--- config.mk ---
export PLATFORM = sky130hd
export DESIGN_NAME = ps2_kbd_ctrl
export DESIGN_NICKNAME = d
export VERILOG_FILES = /design/src/rtl/ps2_kbd_ctrl.sv
export SDC_FILE = /design/constraint.sdc
export NUM_CORES = 1
export LEC_CHECK = 0
export CAP_MARGIN = 10
export CORE_MARGIN = 2
export CORE_UTILIZATION = 30
export CTS_CLUSTER_DIAMETER = 150
export DETAILED_ROUTE_END_ITERATION = 6
export SLEW_MARGIN = 20
export SYNTH_ARGS = -nofsm -noshare
export SYNTH_HDL_FRONTEND = slang
export SYNTH_SLANG_ARGS = --single-unit
--- constraint.sdc ---
create_clock -name clk -period 2.4 [get_ports clk]
set_clock_uncertainty 0.05 [all_clocks]
set_input_delay 0.48 -clock clk [delete_from_list [all_inputs] [get_ports clk]]
set_output_delay 0.48 -clock clk [all_outputs]
set_load 0.01 [all_outputs]
--- src/rtl/ps2_kbd_ctrl.sv ---
// Sequencer that drains scan codes from the ps2_keyboard FIFO and tracks the held key.
// Handles F0 (break) and E0 (extended) prefixes, counts distinct presses and latches overflow.
module ps2_kbd_ctrl #(
    parameter int CNT_W  = 8,
    parameter int SETTLE = 1
) (
    input  logic             clk,
    input  logic             rst_n,
    input  logic [7:0]       kbd_data,
    input  logic             kbd_ready,
    input  logic             kbd_overflow,
    output logic             kbd_nextdata_n,
    output logic [7:0]       cur_code,
    output logic             cur_ext,
    output logic             key_down,
    output logic [CNT_W-1:0] press_cnt,
    output logic             code_valid,
    output logic             ovf_sticky
);

    typedef enum logic [1:0] {S_IDLE, S_POP, S_SETTLE, S_PROC} state_t;

    state_t           state, state_nx;
    logic [7:0]       code_r, code_nx;
    logic [2:0]       settle_cnt, settle_nx;
    logic             break_pend, break_nx;
    logic             ext_pend, ext_nx;
    logic             nextdata_nx;
    logic [7:0]       cur_code_nx;
    logic             cur_ext_nx;
    logic             key_down_nx;
    logic [CNT_W-1:0] press_cnt_nx;
    logic             code_valid_nx;
    logic             ovf_nx;
    logic             same_key;

    assign same_key = key_down && ({ext_pend, code_r} == {cur_ext, cur_code});

    always_ff @(posedge clk or negedge rst_n) begin
        if (!rst_n) begin
            state          <= S_IDLE;
            code_r         <= 8'h00;
            settle_cnt     <= 3'd0;
            break_pend     <= 1'b0;
            ext_pend       <= 1'b0;
            kbd_nextdata_n <= 1'b1;
            cur_code       <= 8'h00;
            cur_ext        <= 1'b0;
            key_down       <= 1'b0;
            press_cnt      <= '0;
            code_valid     <= 1'b0;
            ovf_sticky     <= 1'b0;
        end else begin
            state          <= state_nx;
            code_r         <= code_nx;
            settle_cnt     <= settle_nx;
            break_pend     <= break_nx;
            ext_pend       <= ext_nx;
            kbd_nextdata_n <= nextdata_nx;
            cur_code       <= cur_code_nx;
            cur_ext        <= cur_ext_nx;
            key_down       <= key_down_nx;
            press_cnt      <= press_cnt_nx;
            code_valid     <= code_valid_nx;
            ovf_sticky     <= ovf_nx;
        end
    end

    always_comb begin
        state_nx      = state;
        code_nx       = code_r;
        settle_nx     = settle_cnt;
        break_nx      = break_pend;
        ext_nx        = ext_pend;
        nextdata_nx   = 1'b1;
        cur_code_nx   = cur_code;
        cur_ext_nx    = cur_ext;
        key_down_nx   = key_down;
        press_cnt_nx  = press_cnt;
        code_valid_nx = 1'b0;
        ovf_nx        = ovf_sticky | kbd_overflow;

        case (state)
            S_IDLE: begin
                if (kbd_ready) begin
                    code_nx     = kbd_data;
                    nextdata_nx = 1'b0;
                    state_nx    = S_POP;
                end
            end
            S_POP: begin
                settle_nx = 3'(SETTLE);
                state_nx  = S_SETTLE;
            end
            // Spend SETTLE cycles here so the FIFO head has moved before ready is looked at again
            S_SETTLE: begin
                settle_nx = settle_cnt - 3'd1;
                if (settle_cnt <= 3'd1) begin
                    state_nx = S_PROC;
                end
            end
            S_PROC: begin
                state_nx = S_IDLE;
                if (code_r == 8'hF0) begin
                    break_nx = 1'b1;
                end else if (code_r == 8'hE0) begin
                    ext_nx = 1'b1;
                end else if (break_pend) begin
                    // Releases of keys other than the tracked one are dropped
                    if (same_key) begin
                        key_down_nx = 1'b0;
                    end
                    break_nx      = 1'b0;
                    ext_nx        = 1'b0;
                    code_valid_nx = 1'b1;
                end else if (same_key) begin
                    ext_nx        = 1'b0;
                    code_valid_nx = 1'b1;
                end else begin
                    cur_code_nx   = code_r;
                    cur_ext_nx    = ext_pend;
                    key_down_nx   = 1'b1;
                    press_cnt_nx  = press_cnt + 1'b1;
                    ext_nx        = 1'b0;
                    code_valid_nx = 1'b1;
                end
            end
            default: state_nx = S_IDLE;
        endcase
    end

endmodule

==> results of run 1 <==
[per-stage QoR]
step / util / hold WS [ns] / instance area, sq um
4_1_cts: 0.407 / 0.417 / 2120
5_1_grt: 0.407 / 0.425 / 2120
2_1_floorplan: - / 0.134 / 1650
3_5_place_dp: 0.390 / 0.400 / 2030
6_report: 0.407 / 0.412 / 2120
3_3_place_gp: 0.390 / 0.401 / 2030
[cell type report]
class                      count  area [sq um]
fill                         532          3090
inverter                       8          30.0
tap                           70          87.6
multi-input combinational     80           682
clock buffer                   8          90.1
timing repair buffer          33           328
sequential                    36           902
[state kept, by name (all words and copies together) (netlist names)]
register        flops
press_cnt           8
ext_pend            1
kbd_nextdata_n      1
state               2
code_valid          1
key_down            1
cur_code            8
code_r              8
settle_cnt          3
cur_ext             1
ovf_sticky          1
break_pend          1
[per-layer routing]
layer	wire length (microns)	share of wire	GRT usage	vias to the layer above
li1	-	-	-	511
met1	1360	0.43	0.141	513
met2	1540	0.49	0.182	33
met3	176	0.056	0.0379	7
met4	61	0.019	0.0526	0
met5	0	0	0	-
[power breakdown]
group | total (uW) | internal (uW) | switching (uW)
combinational | 1190 | 698 | 490
clock | 436 | 234 | 202
sequential | 1150 | 878 | 270
[final timing paths]
path | slack [ns] | startpoint | to
max in group asynchronous | 1.38 | rst_n | kbd_nextdata_n$_DFF_PN1_
min in group asynchronous | 0.57 | rst_n | ovf_sticky$_DFF_PN0_
worst min register to register | 0.41 | ovf_sticky$_DFF_PN0_ | ovf_sticky$_DFF_PN0_
worst max register to register | 0.18 | code_r[5]$_DFFE_PN0P_ | cur_code[4]$_DFFE_PN0P_
worst max-delay path | 0.18 | code_r[5]$_DFFE_PN0P_ | cur_code[4]$_DFFE_PN0P_
worst min-delay path | 0.41 | ovf_sticky$_DFF_PN0_ | ovf_sticky$_DFF_PN0_
[layout by cell type (no fill, tap or decap), types with 2 or more instances in the layout]
cell type / netlist / routed
sky130_fd_sc_hd__and3_1: 3 / 3
sky130_fd_sc_hd__ha_1: 8 / 8
sky130_fd_sc_hd__mux2_2: 16 / 16
sky130_fd_sc_hd__mux2_4: 3 / 3
sky130_fd_sc_hd__xnor2_1: 7 / 7
sky130_fd_sc_hd__o21ai_0: 6 / 6
sky130_fd_sc_hd__dfrtp_1: 35 / 35
sky130_fd_sc_hd__nor2_1: 3 / 3
sky130_fd_sc_hd__inv_1: 8 / 8
sky130_fd_sc_hd__nand3b_1: 2 / 2
sky130_fd_sc_hd__a21oi_1: 3 / 3
sky130_fd_sc_hd__xor2_1: 9 / 9
sky130_fd_sc_hd__nand2_1: 4 / 4
sky130_fd_sc_hd__clkdlybuf4s50_1: 0 / 32
sky130_fd_sc_hd__nor4_1: 2 / 2
sky130_fd_sc_hd__clkbuf_8: 0 / 6
sky130_fd_sc_hd__nand4_1: 5 / 5
sky130_fd_sc_hd__clkbuf_1: 0 / 2
[worst reg2reg max path, delay by kind of cell (launching register included)]
kind / cells / cell delay [ns]
simple gates: 2 / 0.49
mux: 1 / 0.40
xor+xnor: 1 / 0.17
fa+ha+maj: 1 / 0.20
compound gates: 1 / 0.38
flops: 1 / 0.42
[logic make-up (layout without fill, tap and decap cells)]
kind of cell	after synthesis	count (layout)	synth area share
AO/OA/AOI/OAI	13	13	0.0487
XOR/XNOR	16	16	0.0852
adder cells (fa/ha/maj)	8	8	0.0608
buffers and inverters	10	49	0.0373
flip-flops	36	36	0.548
multiplexers	19	19	0.137
AND/OR/NAND/NOR	24	24	0.0829
==> results by stage, run 1 <==
Layout:
- Compared with the post-synthesis result, the final layout area differs by 28.8%.
- The repair_antennas step left the layout with diodes totalling 0.
- Of the cells placed in the final design, the portion with a size suffix greater than 1 is 0.170.
- The net total in the final layout is 184.
- The number of cells in the finished layout apart from fillers is approximately 240.

Synth:
- Counting flops and latches in the post-synthesis netlist gives 36.
- The share of synthesized area in the top cell type comes to 0.532.
- The average cell area after synthesis is 13.1 sq um.
- The sequential-to-total area share from yosys stat is 0.548.
- The number of synthesized flops with an enable pin is 0.
- The commonest cells after synthesis are sky130_fd_sc_hd__dfrtp_1 (35), sky130_fd_sc_hd__mux2_2 (16), sky130_fd_sc_hd__xor2_1 (9).
- The library cell with the highest instance count after synthesis is sky130_fd_sc_hd__dfrtp_1.
- The number of warning messages in the yosys log is 0.
- The net count after synthesis is approximately 150.
- Sorting the synthesized cells by area gives the leading types as sky130_fd_sc_hd__dfrtp_1 (53%), sky130_fd_sc_hd__mux2_2 (11%), sky130_fd_sc_hd__ha_1 (6.1%), sky130_fd_sc_hd__xor2_1 (4.8%), sky130_fd_sc_hd__xnor2_1 (3.7%).
- Of all flip-flops after synthesis, the portion carrying an async set or reset was 1.00.
- Among all flip-flop cells after synthesis, the most frequent one is sky130_fd_sc_hd__dfrtp_1.
- The most area-hungry cell type in the Yosys netlist is sky130_fd_sc_hd__dfrtp_1.
- The area of the mapped netlist is about 1600 sq um.
- Synthesis handed over a netlist of between 100 and 150 instances.
- Yosys mapped the design onto 27 distinct sky130hd cell types.

Die:
- The full die area is roughly 6000 sq um.
- The core region area is approximately 5200 sq um.
- The horizontal die dimension is 78.1 microns.
- The number of I/O pins is 33.
- The starting utilization of the core area is 0.316.
- The placement row count is 26.
- The height of the die is slightly below 80 microns.

CTS:
- Buffers inserted to repair hold after CTS numbered 0.
- The quantity of gates resized following cts is 0.
- The register clock-pin slew on the reported worst setup and hold paths is approximately 0.070 ns.
- The total clock sinks is 36.
- The number of buffers created by CTS is 5.
- CTS placed an instance of sky130_fd_sc_hd__clkbuf_8 at the clock tree root.
- The maximum buffer depth of the clock tree is 2.
- The depth of the CTS H-tree is 2.
- The TritonCTS clock tree is yes.
- After clock tree synthesis, the setup repair step added 0 buffers.
- The clock reaches the later pin of the worst-skew pair after approximately 0.28 ns.

Critical path:
- The number of cells on the worst reg-to-reg path is 6.
- The number of cells on the critical path is 6.
- The critical path startpoint category is a register.
- STA classifies the critical path endpoint as a register.
- The critical path required time is 2.52 ns.
- The signal on the critical path passes through xor2_1 > nor4_1 > nand4_1 > ha_1 > o211a_1 > mux2_4.
- The total buffers and inverters traversed by the critical path is 0.
- Among all stages on the critical path, the largest delay is contributed by sky130_fd_sc_hd__dfrtp_1.
- For the worst setup path, the data arrival time is around 2.3 ns.
- On the worst path, the slowest cell contributes a delay of 0.42 ns.
- The maximum fanout count along the critical path is 17.
- By startpoint and endpoint, the worst setup path is classified as register to register.
- The cell family contributing the most delay on the critical path is simple AND/OR/NAND/NOR gates.

STA:
- The post-route setup TNS is 0 ns.
- The part of the cycle the worst path needs is 0.923.
- The number of max-slew violations in the final report was 0.
- The final critical-path required period is 2.22 ns.
- The slew at the pin with the worst max-slew slack is roughly 0.66 ns.
- The final number of hold-violating endpoints was 0.
- The final count of negative-setup-slack endpoints is 0.
- The worst setup margin is roughly 0.18 ns.
- Setup repair after global routing left no endpoint under its margin.
- The maximum frequency from static timing analysis is 0.451 GHz.
- In this run the tightest slew margin relative to its limit is 0.560.

Route:
- The pre-antenna-repair detailed-routing pass consisted of 4 iterations.
- The final route contains roughly 1100 vias.
- The post-detailed-route DRC marker count is 0.
- The detailed router finished its first iteration with between 60 and 70 violations.
- Once detail routing completed, the nets flagged for antenna violations numbered 0.
- After detailed routing, the average wire length per cell comes to roughly 13 microns.
- After detailed routing, the total wire length is about 3100 microns.
- Using the TritonRoute via totals, the vias-per-cell ratio works out to approximately 4.5.

Pwr:
- Across the VDD grid, the largest voltage drop is around 0.5 mV.
- For this design the ratio of total power to cell area is ~1300 nW/um^2.
- The design draws between 2000 and 3000 uW.
- The leakage power is just over 0.0009 uW.

Global routing:
- The first global-routing pass estimated between 5000 and 6000 microns of wire.
- The number of antenna violations at the first check in global routing came to 0.
- The pin count of the biggest net entering global routing is 37.
- The via count of the first global-routing pass is between 1000 and 1500.
- Global routing finished with a remaining overflow of 0.
- Across every metal layer, demand over resource in global routing totals 0.115.

Place:
- The number of input and output port buffers inserted is 32.
- The minimum setup slack after placement is 0.156 ns.
- Detailed placement ended at an HPWL of ~2300 microns.
- The final weighted congestion in routability-driven placement is 0.728.
- Once placement completed, the tool counted placed cells totaling roughly 230.

Flow run:
- Across the run, the number of max-cap violations was 0.

Status:
- The flow ran to the end, and the final reports show no timing, DRC or antenna violations.

Hold path:
- The path class of the tightest hold or removal check is register to register.
- Counting instances, the worst hold path has a depth of 1.
(Power assumes the default switching activity.)
==> inputs of run 2 (changes only) <==
Settings changed: SLEW_MARGIN 20 to 10.
==> results of run 2 <==
Same layout as run 1: the final DEF is identical, and so are final timing and power.
